### config.mk
export PLATFORM = sky130hd
export DESIGN_NAME = param_const_timer
export DESIGN_NICKNAME = d
export VERILOG_FILES = /design/src/rtl/param_const_timer_pkg.sv /design/src/rtl/param_const_timer_down_counter.sv /design/src/rtl/param_const_timer.sv
export SDC_FILE = /design/constraint.sdc
export NUM_CORES = 1
export LEC_CHECK = 0
export BUFFER_PORTS_ARGS = -buffer_cell sky130_fd_sc_hd__buf_2
export CELL_PAD_IN_SITES_DETAIL_PLACEMENT = 0
export CELL_PAD_IN_SITES_GLOBAL_PLACEMENT = 2
export CORE_MARGIN = 2
export CORE_UTILIZATION = 28
export CTS_CLUSTER_SIZE = 14
export DETAILED_ROUTE_END_ITERATION = 8
export GPL_TIMING_DRIVEN = 1
export PLACE_DENSITY_LB_ADDON = 0.1
export SLEW_MARGIN = 5
export SYNTH_ARGS = -nofsm -noshare
export SYNTH_HDL_FRONTEND = slang
export SYNTH_SLANG_ARGS = --single-unit
export TNS_END_PERCENT = 30
### constraint.sdc
create_clock -name clk -period 2.15 [get_ports clk]
set_clock_uncertainty 0.1 [all_clocks]
set_input_delay 0.3225 -clock clk [delete_from_list [all_inputs] [get_ports clk]]
set_output_delay 0.3225 -clock clk [all_outputs]
set_load 0.005 [all_outputs]
### src/rtl/param_const_timer_pkg.sv
// Purpose: shared types for param_const_timer.
//   state_t : timer FSM state (IDLE, RUN, HOLD), 2-bit encoding.
package param_const_timer_pkg;

  typedef enum logic [1:0] {
    IDLE = 2'd0,
    RUN  = 2'd1,
    HOLD = 2'd2
  } state_t;

endpackage

### src/rtl/param_const_timer_down_counter.sv
// Purpose: nbits-wide down counter used by param_const_timer.
// Ports:
//   clk, reset   : clock, asynchronous active-low reset (count -> 0)
//   clear        : synchronous clear to 0 (highest priority)
//   load, load_value : load a new count
//   dec          : decrement by one; saturates at 0, never wraps
//   count        : current count
//   is_one       : count == 1 (last decrement before reaching zero)
module param_down_counter #(
  parameter int unsigned nbits = 8
) (
  input  logic             clk,
  input  logic             reset,
  input  logic             clear,
  input  logic             load,
  input  logic [nbits-1:0] load_value,
  input  logic             dec,
  output logic [nbits-1:0] count,
  output logic             is_one
);

  always_ff @(posedge clk or negedge reset) begin
    if (!reset) begin
      count <= '0;
    end else if (clear) begin
      count <= '0;
    end else if (load) begin
      count <= load_value;
    end else if (dec && (count != '0)) begin
      count <= count - nbits'(1);
    end
  end

  assign is_one = (count == nbits'(1));

endmodule

### src/rtl/param_const_timer.sv
// Purpose: periodic down-count timer reloading an elaboration-time constant.
//   start loads count=value and runs; at zero an expire event is held on a
//   val/rdy interface until consumed.
//   Build option: PARAM_CONST_TIMER_AUTO_RELOAD_EN -- when defined the expire
//   handshake reloads and keeps running; otherwise it returns to IDLE.
// Ports:
//   clk        : clock
//   reset      : asynchronous active-low reset
//   start      : load count=value and enter RUN (also restarts RUN/HOLD)
//   stop       : abort to IDLE from any state (beats start)
//   count      : current count value
//   running    : state != IDLE
//   expire_val : expire event pending (state == HOLD)
//   expire_rdy : consumer accepts the expire event
module param_const_timer
  import param_const_timer_pkg::*;
#(
  parameter int unsigned nbits = 8,
  parameter int unsigned value = 10
) (
  input  logic             clk,
  input  logic             reset,
  input  logic             start,
  input  logic             stop,
  output logic [nbits-1:0] count,
  output logic             running,
  output logic             expire_val,
  input  logic             expire_rdy
);

  if (value == 0 || value >= (64'd1 << nbits)) begin : g_bad_value
    $error("param_const_timer: value must be in 1 .. 2**nbits-1");
  end

  localparam logic [nbits-1:0] RELOAD = nbits'(value);

  state_t state, state_next;
  logic   ctr_clear, ctr_load, ctr_dec, ctr_is_one;

  always_ff @(posedge clk or negedge reset) begin
    if (!reset) begin
      state <= IDLE;
    end else begin
      state <= state_next;
    end
  end

  always_comb begin
    state_next = state;
    ctr_clear  = 1'b0;
    ctr_load   = 1'b0;
    ctr_dec    = 1'b0;
    if (stop) begin
      state_next = IDLE;
      ctr_clear  = 1'b1;
    end else if (start) begin
      state_next = RUN;
      ctr_load   = 1'b1;
    end else begin
      case (state)
        RUN: begin
          ctr_dec = 1'b1;
          if (ctr_is_one) begin
            state_next = HOLD;
          end
        end
        HOLD: begin
          if (expire_rdy) begin
`ifdef PARAM_CONST_TIMER_AUTO_RELOAD_EN
            state_next = RUN;
            ctr_load   = 1'b1;
`else
            state_next = IDLE;
            ctr_clear  = 1'b1;
`endif
          end
        end
        default: state_next = state;
      endcase
    end
  end

  param_down_counter #(
    .nbits(nbits)
  ) u_counter (
    .clk        (clk),
    .reset      (reset),
    .clear      (ctr_clear),
    .load       (ctr_load),
    .load_value (RELOAD),
    .dec        (ctr_dec),
    .count      (count),
    .is_one     (ctr_is_one)
  );

  // Pure decodes of the state register: no path from any input.
  assign running    = (state != IDLE);
  assign expire_val = (state == HOLD);

endmodule

==> results.yml, run 1 <==
sta:
  period_needed_ns: 2.041
  worst_slack_ns: 0.1090
  finalCritPeriodShare_pct: 94.93
  max_freq_mhz: 490.0
  rsz0062_at_grt: "false"
  slew_violations: 0
  tns_ns: 0
  max_slew_margin_pct: 74.08
  setup_violations: 0
  hold_viol_final: 0
  worst_pin_slew_ns: 0.3887
layout:
  nFillCells: 234
  final_nets: 109
  mostFrequentLayoutCells: "buf_2, nor2_1, dfrtp_1"
  area_growth_pct: 31.16
  final_common_cell: "buf_2"
  diodes: 0
  drive_gt1_share_pct: 31.96
floorplanning:
  fp.dieH_um: 52.94
  num_rows: 17
  core_area_mm2: 0.002233
  ios: 15
  die_width_um: 52.94
  initial_utilization_pct: 30.03
  die-area_mm2: 0.002803
power:
  pwr-share-comb_pct: 22.8
  switchingPower_uw: 138.1
  p_sw_share_pct: 28.39
  ir_worst_vdd_v: 0.0002968
  p_per_area_mw_per_mm2: 553.1
  clkPwrFrac_pct: 35.4
  p_leak_nw: 0.4347
  internal_power_uw: 348.4
  pwr-share-seq_pct: 41.7
detailed_routing:
  totalWireLength_mm: 1.705
  dr.pass1.iters: 4
  vias: 606
  drtAntennaViolNets: 0
  wl_per_cell_um: 13.64
  dr.first_iter.drc_count: 13
  vias_per_cell: 4.848
  drcViolationCount: 0
cts:
  post_cts_buffers: 0
  clk_latency_ns: 0.27
  cts_max_level: 1
  cts.sinks: 10
  cts-root-buf: "clkbuf_4"
  cts.clk_slew.worst_paths_ns: 0.07
  cts_tree: "done"
  cts_buffers: 3
  clockBufferDepth: 2
global_route:
  antenna_found_initial: 0
  grt_start_max_net_pins: 11
  grt_usage_pct: 14.87
  grt_pass1_wl_mm: 2.898
  grt_pass1_vias: 635
  gr-total-overflow: 0
setup_path:
  critPathCapture: "u_counter.count[7]$_DFFE_PN0P_"
  end_kind: "flip-flop"
  cp.depth: 4
  required_ns: 2.20
  critPathTopFamily: "simple AND/OR/NAND/NOR gates"
  setup.worst_path.class: "flip-flop to flip-flop"
  reg2reg_slack_ns: 0.11
  cp_cell_sequence: "or4_1, o21a_4, nand3_1, mux2_2"
  r2r_start: "u_counter.count[3]$_DFFE_PN0P_"
  cpPeakStageDelay_ns: 0.66
  crit_fanout: 6
  cp_slowest_cell: "or4_1"
  cp.arrival_ns: 2.09
  start_kind: "flip-flop"
  timing.critical_path.buf_inv: 0
  ff2ff_path_depth: 4
  cp-startpoint: "u_counter.count[3]$_DFFE_PN0P_"
  r2r-end: "u_counter.count[7]$_DFFE_PN0P_"
logic_synthesis:
  synth_nets: 83
  synthesis.area_um2: 670.6
  netlist-cell-type-count: 29
  ys_ff_latch: 10
  synth_cells: 72
  yosysWarnings: 0
  synth_seq_area_share_pct: 37.31
  avgSynthCellArea_um2: 9.314
status:
  outcome: "completed"
hold_path:
  hold_class: "input pin to flip-flop"
  worstHoldStart: "start"
placement:
  dp_hpwl_mm: 1.350
  place.gp.congestion: 0.7141
  portBuffers: 14
  place_ws_ns: 0.08253
run:
  cap_violations: 0
-- sequential cells by signal, indices dropped and copies added, names as in the netlist --
signal / flops
state: 2
u_counter.count: 8
-- through the flow --
step / hold slack, ns / cells / power [mW] / instance area, um^2 / utilization [%]
floorplan: -0.07309 / 72 / 0.2728 / 670.6 / -
global placement: 0.1097 / 120 / 0.3144 / 823.3 / 36.86
detailed placement: 0.1075 / 120 / 0.3144 / 823.3 / 36.86
CTS: 0.1998 / 125 / 0.4926 / 869.6 / 38.94
global route: 0.2048 / 125 / 0.5250 / 879.6 / 39.38
finish: 0.2128 / 125 / 0.4865 / 879.6 / 39.38
-- cell usage after synthesis --
master | number | area, um^2
nor2_1 | 11 | 41.29
dfrtp_1 | 10 | 250.2
inv_1 | 9 | 33.78
ha_1 | 6 | 75.07
nand3_1 | 4 | 20.02
nand2_1 | 3 | 11.26
xor2_1 | 3 | 26.28
a311o_1 | 2 | 20.02
mux2_2 | 2 | 22.52
nand2b_1 | 2 | 12.51
o41ai_1 | 2 | 17.52
a211o_1 | 1 | 8.760
a21oi_1 | 1 | 5.000
and3_1 | 1 | 6.260
and4_4 | 1 | 11.26
buf_2 | 1 | 5.000
nand4_1 | 1 | 6.260
nand4b_1 | 1 | 8.760
nor3_1 | 1 | 5.000
nor3b_1 | 1 | 7.510
nor4_1 | 1 | 6.260
o2111ai_1 | 1 | 8.760
o211ai_1 | 1 | 7.510
o21a_4 | 1 | 15.01
o21ai_0 | 1 | 5.000
o311ai_0 | 1 | 8.760
or3b_2 | 1 | 8.760
or4_1 | 1 | 7.510
xnor2_1 | 1 | 8.760
-- power by group through the flow --
stage | clock (mW) | sequential (mW) | combinational, mW
after global routing | 0.194 | 0.205 | 0.126
after global placement | 0 | 0.206 | 0.108
final | 0.172 | 0.203 | 0.111
after floorplan | 0 | 0.208 | 0.0643
after detailed placement | 0 | 0.207 | 0.108
after CTS | 0.180 | 0.203 | 0.110
-- routing by layer --
metal / track usage [%] / routed length (um) / up-vias
li1: - / - / 303
met1: 17.13 / 751 / 289
met2: 26.04 / 871 / 10
met3: 2.542 / 50 / 4
met4: 7.692 / 31 / 0
met5: 0 / 0 / -
-- cell type report --
type | instances | area (um^2) | area share (%)
Timing Repair Buffer | 22 | 132.6 | 15.08
Inverter | 9 | 33.78 | 3.841
Tap cell | 28 | 35.03 | 3.983
Multi-Input combinational cell | 52 | 391.6 | 44.52
Sequential cell | 10 | 250.2 | 28.45
Clock buffer | 4 | 36.28 | 4.125
-- worst min-delay path by stage --
stage / endpoint / cells after the start
after floorplan: state[0]$_DFFE_PN0P_ / 0
after global placement: u_counter.count[3]$_DFFE_PN0P_ / 1
after detailed placement: u_counter.count[1]$_DFFE_PN0P_ / 1
after CTS: state[1]$_DFFE_PN0P_ / 2
after global routing: state[1]$_DFFE_PN0P_ / 2
final: state[1]$_DFFE_PN0P_ / 2
-- cells by family (layout without fill, tap and decap cells) --
group	after synthesis	count (layout)	synth area share, %
muxes	2	2	3.358
xor gates and xnor gates	4	4	5.225
buffers and inverters	10	35	5.783
and+or+nand+nor	29	29	22.76
DFF	10	10	37.31
AOI/OAI and AO/OA	11	11	14.37
adders and majority gates	6	6	11.19
-- timing repair --
action,in CTS,in global routing
gates resized for setup,0,2
hold buffers,1,0
hold endpoints to repair,10,0
setup endpoints to repair,0,3
Power figures use the tool's default switching activity.
==> inputs of run 2 (changes only) <==
--- a/config.mk
+++ b/config.mk
@@ -13,7 +13,7 @@
 export CTS_CLUSTER_SIZE = 14
 export DETAILED_ROUTE_END_ITERATION = 8
 export GPL_TIMING_DRIVEN = 1
-export PLACE_DENSITY_LB_ADDON = 0.1
+export PLACE_DENSITY_LB_ADDON = 0.25
 export SLEW_MARGIN = 5
 export SYNTH_ARGS = -nofsm -noshare
 export SYNTH_HDL_FRONTEND = slang
==> results.yml, run 2 (same netlist as run 1, synthesis figures left out) <==
global_route:
  grt_start_max_net_pins: 11
  grt_pass1_wl_mm: 2.787
  gr-total-overflow: 0
  grt_pass1_vias: 622
  antenna_found_initial: 0
  grt_usage_pct: 14.51
detailed_routing:
  vias_per_cell: 4.976
  dr.pass1.iters: 5
  drtAntennaViolNets: 0
  totalWireLength_mm: 1.625
  drcViolationCount: 0
  vias: 622
  wl_per_cell_um: 13.00
  dr.first_iter.drc_count: 17
cts:
  hold_buffers: 1
  cts_resized: 0
  cts.sinks: 10
  cts-root-buf: "clkbuf_4"
  cts_buffers: 3
  cts.clk_slew.worst_paths_ns: 0.07
  cts_tree: "done"
  clk_latency_ns: 0.27
  clockBufferDepth: 2
  post_cts_buffers: 0
  cts_max_level: 1
sta:
  tns_ns: 0
  max_freq_mhz: 493.3
  max_slew_margin_pct: 70.43
  rsz0062_at_grt: "false"
  period_needed_ns: 2.027
  finalCritPeriodShare_pct: 94.29
  worst_pin_slew_ns: 0.4436
  slew_violations: 0
  setup_violations: 0
  worst_slack_ns: 0.1227
  hold_viol_final: 0
layout:
  mostFrequentLayoutCells: "buf_2, nor2_1, dfrtp_1"
  final_nets: 110
  top_regs: "u_counter.count (8), state (2)"
  largest_register_ffs: 8
  area_growth_pct: 28.73
  design_area_um2: 863.3
  diodes: 0
  top_register: "u_counter.count"
  final_common_cell: "buf_2"
  nFillCells: 244
  drive_gt1_share_pct: 30.93
hold_path:
  hold_class: "input pin to flip-flop"
floorplanning:
  die-area_mm2: 0.002803
  die_width_um: 52.94
  core_area_mm2: 0.002233
  initial_utilization_pct: 30.03
  ios: 15
  num_rows: 17
  fp.dieH_um: 52.94
run:
  cap_violations: 0
placement:
  dp_hpwl_mm: 1.238
  place.gp.congestion: 0.7644
  place_ws_ns: 0.1289
  portBuffers: 14
  place_area_um2: 830.8
setup_path:
  cp-startpoint: "u_counter.count[1]$_DFFE_PN0P_"
  end_kind: "flip-flop"
  cp.arrival_ns: 2.08
  setup.worst_path.class: "flip-flop to flip-flop"
  crit_fanout: 5
  required_ns: 2.21
  r2r_start: "u_counter.count[1]$_DFFE_PN0P_"
  critPathCapture: "u_counter.count[3]$_DFFE_PN0P_"
  reg2reg_slack_ns: 0.12
  ff2ff_path_depth: 6
  start_kind: "flip-flop"
  r2r-end: "u_counter.count[3]$_DFFE_PN0P_"
power:
  ir_worst_vdd_v: 0.0002402
  p_leak_nw: 0.4286
  p_per_area_mw_per_mm2: 517.4
status:
  outcome: "completed"
run 2: changes by cell type in the layout (fill, tap and decap cells not counted):
cell,before,now
buf_4,7,8
clkbuf_8,1,0
o41ai_1,1,2
o41ai_2,1,0
or3b_2,0,1
or3b_4,1,0
run 2: cell type report:
| type | instances | area (um^2) | area share (%) |
|---|---|---|---|
| multi-input cells | 52 | 381.6 | 44.20 |
| flip-flops and latches | 10 | 250.2 | 28.99 |
| repair buffers | 23 | 140.1 | 16.23 |
| well taps | 28 | 35.03 | 4.058 |
| inverters | 9 | 33.78 | 3.913 |
| clock buffers | 3 | 22.52 | 2.609 |
run 2: metal layers:
layer	track usage (%)	part of all wire (%)
met2	25.83	52
met4	8.974	1.2
met3	2.542	4.5
met5	0	0
met1	15.74	43
run 2: worst min-delay path by stage:
stage	start	slack (ns)	cells after the start	end
6_report	start	0.20	2	state[1]$_DFFE_PN0P_
5_1_grt	start	0.22	2	state[1]$_DFFE_PN0P_
4_1_cts	start	0.19	2	state[1]$_DFFE_PN0P_
3_5_place_dp	reset	0.11	1	u_counter.count[2]$_DFFE_PN0P_
3_3_place_gp	reset	0.11	1	u_counter.count[2]$_DFFE_PN0P_
2_1_floorplan	reset	-0.07	0	state[0]$_DFFE_PN0P_
run 2: report_power, final:
part           internal (mW)  leakage, nW  switching (mW)
logic                 0.0514        0.281          0.0638
clock network         0.0646       0.0138          0.0642
registers              0.197        0.134         0.00573
total                  0.313        0.429           0.134
run 2: stage by stage:
stage                     utilization (%)  instances  hold WS (ns)  power (mW)
after global routing                38.66        125        0.2182      0.4803
after global placement              37.20        121        0.1084      0.3208
after CTS                           38.66        125        0.1941      0.4564
after detailed placement            37.20        121        0.1079      0.3193
after floorplan                         -         72      -0.07309      0.2728
final                               38.66        125        0.2005      0.4467
run 2: worst max-delay path: stages (launching register included):
cell     delay (ns)
dfrtp_1        0.41
inv_1          0.11
ha_1           0.14
or3b_2         0.46
o21a_4         0.23
and4_4         0.17
a311o_1        0.30
